--- src/rtl/enc8to3_arbiter.sv ---
// Registered 8-to-3 encoder/arbiter with Ack handshake and optional hold timeout.
// Build macro ARB_ROUND_ROBIN_EN selects rotating priority; otherwise fixed lowest-index priority.
module enc8to3_arbiter #(
    parameter int unsigned HOLD_MAX = 0
) (
    input  logic       Clock,
    input  logic       Reset,
    input  logic       E,
    input  logic [0:7] Req,
    input  logic       Ack,
    output logic [2:0] W,
    output logic       Valid,
    output logic [0:7] Grant,
    output logic       Timeout
);

    localparam int unsigned CODE_W = 3;
    localparam int unsigned CNT_W  = 8;
    localparam int unsigned NREQ   = 8;
    localparam logic [CNT_W-1:0] CNT_MAX   = '1;
    localparam logic [CNT_W-1:0] HOLD_LAST = (HOLD_MAX == 0) ? '0 : CNT_W'(HOLD_MAX - 1);

    typedef enum logic {
        IDLE  = 1'b0,
        GRANT = 1'b1
    } state_t;

    state_t            state;
    state_t            state_nxt;
    logic [CODE_W-1:0] ptr;
    logic [CODE_W-1:0] ptr_nxt;
    logic [CNT_W-1:0]  cnt;
    logic [CNT_W-1:0]  cnt_nxt;
    logic [CODE_W-1:0] w_nxt;
    logic              valid_nxt;
    logic [0:7]        grant_nxt;
    logic              timeout_nxt;

    logic [CODE_W-1:0] sel;
    logic [0:7]        sel_onehot;
    logic              any_req;
    logic              hold_expired;

    assign any_req      = |Req;
    assign hold_expired = (HOLD_MAX != 0) && (cnt == HOLD_LAST);

`ifdef ARB_ROUND_ROBIN_EN
    // Scan starts at the slot after the retiring grant so a back-to-back grant already rotates.
    logic [CODE_W-1:0] scan_start;
    logic [CODE_W-1:0] scan_idx;
    logic              found;

    assign scan_start = (state == GRANT) ? W + CODE_W'(1) : ptr;

    always_comb begin
        sel      = '0;
        found    = 1'b0;
        scan_idx = '0;
        for (int k = 0; k < NREQ; k++) begin
            scan_idx = scan_start + CODE_W'(k);
            if (!found && Req[scan_idx]) begin
                sel   = scan_idx;
                found = 1'b1;
            end
        end
    end
`else
    // Fixed priority: lowest asserted index wins.
    always_comb begin
        sel = '0;
        for (int i = NREQ - 1; i >= 0; i--) begin
            if (Req[i]) begin
                sel = CODE_W'(i);
            end
        end
    end
`endif

    always_comb begin
        sel_onehot      = '0;
        sel_onehot[sel] = 1'b1;
    end

    // State register and registered outputs.
    always_ff @(posedge Clock) begin
        if (Reset) begin
            state   <= IDLE;
            W       <= '0;
            Valid   <= 1'b0;
            Grant   <= '0;
            Timeout <= 1'b0;
            ptr     <= '0;
            cnt     <= '0;
        end else begin
            state   <= state_nxt;
            W       <= w_nxt;
            Valid   <= valid_nxt;
            Grant   <= grant_nxt;
            Timeout <= timeout_nxt;
            ptr     <= ptr_nxt;
            cnt     <= cnt_nxt;
        end
    end

    // Next-state logic.
    always_comb begin
        state_nxt = state;
        unique case (state)
            IDLE: begin
                if (E && any_req) begin
                    state_nxt = GRANT;
                end
            end
            GRANT: begin
                if (Ack) begin
                    state_nxt = (E && any_req) ? GRANT : IDLE;
                end else if (hold_expired) begin
                    state_nxt = IDLE;
                end
            end
            default: state_nxt = IDLE;
        endcase
    end

    // Output and datapath next values.
    always_comb begin
        w_nxt       = W;
        valid_nxt   = 1'b0;
        grant_nxt   = '0;
        timeout_nxt = 1'b0;
        ptr_nxt     = ptr;
        cnt_nxt     = cnt;
        unique case (state)
            IDLE: begin
                if (E && any_req) begin
                    w_nxt     = sel;
                    valid_nxt = 1'b1;
                    grant_nxt = sel_onehot;
                    cnt_nxt   = '0;
                end
            end
            GRANT: begin
                if (Ack) begin
                    ptr_nxt = W + CODE_W'(1);
                    if (E && any_req) begin
                        w_nxt     = sel;
                        valid_nxt = 1'b1;
                        grant_nxt = sel_onehot;
                        cnt_nxt   = '0;
                    end
                end else if (hold_expired) begin
                    ptr_nxt     = W + CODE_W'(1);
                    timeout_nxt = 1'b1;
                end else begin
                    valid_nxt = 1'b1;
                    grant_nxt = Grant;
                    cnt_nxt   = (cnt == CNT_MAX) ? cnt : cnt + CNT_W'(1);
                end
            end
            default: begin
                valid_nxt = 1'b0;
            end
        endcase
    end

endmodule

--- config.mk ---
export PLATFORM = sky130hd
export DESIGN_NAME = enc8to3_arbiter
export DESIGN_NICKNAME = d
export VERILOG_FILES = /design/src/rtl/enc8to3_arbiter.sv
export SDC_FILE = /design/constraint.sdc
export NUM_CORES = 1
export LEC_CHECK = 0
export BUFFER_PORTS_ARGS = -buffer_cell sky130_fd_sc_hd__buf_2
export CORE_MARGIN = 2
export CORE_UTILIZATION = 44
export DETAILED_ROUTE_END_ITERATION = 10
export GPL_TIMING_DRIVEN = 1
export HOLD_SLACK_MARGIN = 0.1
export PLACE_DENSITY = 0.74
export SYNTH_ARGS = -nofsm -noshare
export SYNTH_HDL_FRONTEND = slang
export SYNTH_SLANG_ARGS = --single-unit
export TNS_END_PERCENT = 1
--- constraint.sdc ---
create_clock -name Clock -period 1.6 [get_ports Clock]
set_input_delay 0 -clock Clock [delete_from_list [all_inputs] [get_ports Clock]]
set_output_delay 0 -clock Clock [all_outputs]
set_load 0.02 [all_outputs]
==> out/results.txt <==
Syn Std Cell Area = 598.1 um2
skew final = 0.003964 ns
pins over their slew limit = 0
Final HPWL DP = 1078 um
synth unique cells = 30
clock-pin slew on the worst setup and hold paths = 0.07 ns
unrepaired setup endpoints after global routing = true
critical path's slowest cell = dlygate4sd3_1
vias in the first global route = 522
total gr overflow = 0
routability cong. = 0.8939
asr flop ratio synth = 0%
worst skew pair latency = 0.28 ns
cell count after synthesis = 71
Area Overhead vs Synth = 40.79%
first-pass GRT wire length = 2256 um
CP startpoint kind = input pin
Fillers = 111
internal reg-to-reg setup slack = 0.07 ns
CTS root buffer = clkbuf_4
Hold Path Class = in2reg
Layout Cells excl Fill = 119
fraction of layout cells with a size suffix above 1 = 36.54%
antenna viol nets, final = 0
Worst Hold Launch = Req[5]
# IOs = 25
Vias/cell = 5.328
die area = 0.001670 mm2
Final period util = 97.77%
syn_nets = 83
total wire length = 1415 um
critical path endpoint category = flip-flop
Final setup viols = 0
width of the die = 40.87 um
hold slack final = 0.1071 ns
Sink Count = 12
cells along the critical path = dlygate4sd3_1 > buf_2 > nor4_4 > nand3_2 > or4b_1 > a21oi_1
placed cells = 109
achievable frequency = 0.6392 GHz
WL/cell = 11.89 um
sum of buffers and inverters on the critical path = 2
CTS tree = yes
# DRC = 0
Critical Path AT = 1.78 ns
Final Hold Fails = 0
RR Endpoint = Grant[0]
Slew headroom = 62.26%
R2R depth = 5
cell family with most CP delay = simple AND/OR/NAND/NOR gates
WHS Path Cells = 4
Syn. warnings = 0
maximum VDD drop = 0.0004031 V
register area share after synthesis = 40.17%
max-cap viol count = 0
Final #Nets = 118
worst r2r src = state
1st-pass router iterations = 4
FP Rows = 13
Core Footprint = 0.001285 mm2
outcome = completed
Antenna Cells = 0
number of port buffers = 23
clock buffer depth = 2
Leakage Power = 0.0003716 uW
final worst path period need = 1.564 ns
crit-path max cell delay = 0.52 ns
crit-path max FO = 5
Synth Flop Type = dfxtp_1
via count = 634
WP data required = 1.82 ns
PD cells = 731.8 mW/mm2
Slew @ Worst Pin = 0.5614 ns
number of CTS-inserted buffers = 3
WS Path Type = in2reg
DRT iter0 DRCs = 15
Worst Hold Path EP = Grant[7]
Syn Area/Cell = 8.424 um2
Post-synth EDFFs = 0
GRT Total Usage = 20.65%
die height = 40.87 um
largest net degree at the start of global routing = 13
H-tree depth = 1
antenna violations before repair = 0
#FFs+latches synth = 12
starting density of the core = 46.54%
==> state kept, by name, summed over array words and instances (netlist names) <==
register	cells
Grant	8
W	3
state	1
==> tightest hold or removal path, delay by kind of cell <==
kind	cells	cell delay, ns
compound gates	2	0.16
simple gates	1	0.07
buf+inv	1	0.11
==> worst max-delay path by stage <==
stage | start | to | depth (start not counted)
after global placement | Req[3] | Grant[6] | 5
after floorplan | state | Grant[1] | 5
after detailed placement | Req[3] | Grant[6] | 5
after CTS | Req[2] | Grant[6] | 6
final | Req[2] | Grant[6] | 6
after global routing | Req[2] | Grant[6] | 6
==> timing repair <==
action / 4_1_cts / 5_1_grt
endpoints found under the hold margin: 9 / 0
resized for setup: 0 / 2
hold buffers: 5 / 0
setup buffers: 0 / 2
setup endpoints to repair: 0 / 4
==> kinds of logic after synthesis <==
logic type	Yosys count	share of synthesized area [%]
AND/OR/NAND/NOR	30	28.25
AO/OA/AOI/OAI	22	26.57
flip-flops	12	40.17
buffers and inverters	6	4.394
other	1	0.6270
==> power breakdown <==
| group | total [uW] | internal (uW) | switching (uW) |
|---|---|---|---|
| Sequential | 311 | 307 | 3.85 |
| Clock | 186 | 87.4 | 99.0 |
| Combinational | 119 | 49.5 | 69.3 |
==> cell type report <==
cell class,instances,area [um2],share of cell area (%)
multi-input combinational,53,346.6,41.16
timing repair buffer,33,202.7,24.07
sequential,12,240.2,28.53
inverter,3,11.26,1.337
tap,15,18.77,2.229
clock buffer,3,22.52,2.675
==> cells in the mapped netlist, types with 2 or more instances <==
cell,count,area (um2)
nor3_1,3,15.01
a21oi_1,6,30.03
dfxtp_1,12,240.2
o21a_1,3,22.52
nor2b_1,3,18.77
o21ai_0,3,15.01
nor2_1,10,37.54
clkbuf_1,2,7.510
a22o_1,2,17.52
nand2_1,5,18.77
inv_1,3,11.26
==> per-stage QoR <==
| step | setup WS [ns] | power (uW) | cell area (um2) | util [%] | setup TNS [ns] |
|---|---|---|---|---|---|
| finish | 0.03563 | 616.2 | 842.1 | 65.53 | 0 |
| floorplan | 0.3264 | 377.8 | 598.1 | - | 0 |
| global placement | 0.3121 | 420.4 | 739.5 | 57.55 | 0 |
| CTS | 0.02047 | 612.1 | 812.0 | 63.19 | 0 |
| detailed placement | 0.2764 | 422.6 | 739.5 | 57.55 | 0 |
| global route | -0.03176 | 642.8 | 842.1 | 65.53 | -0.03675 |
==> routing by layer <==
layer  track usage, %  vias up  routed length (um)
met5                0        -                   0
met4            7.500        0                  26
met3            4.891        2                  62
met2            28.91       21                 640
met1            29.97      287                 684
li1                 -      324                   -
==> cells in the final DEF, fill, tap and decap left out, drive strengths merged, types with 2 or more instances in the layout <==
| master | count |
|---|---|
| a21oi | 6 |
| a22o | 2 |
| buf | 28 |
| clkbuf | 3 |
| dfxtp | 12 |
| dlygate4sd3 | 5 |
| inv | 3 |
| nand2 | 5 |
| nand3 | 2 |
| nor2 | 10 |
| nor2b | 3 |
| nor3 | 3 |
| nor4 | 2 |
| o21a | 3 |
| o21ai | 3 |
Note: power is estimated with default switching activity, not from simulation.
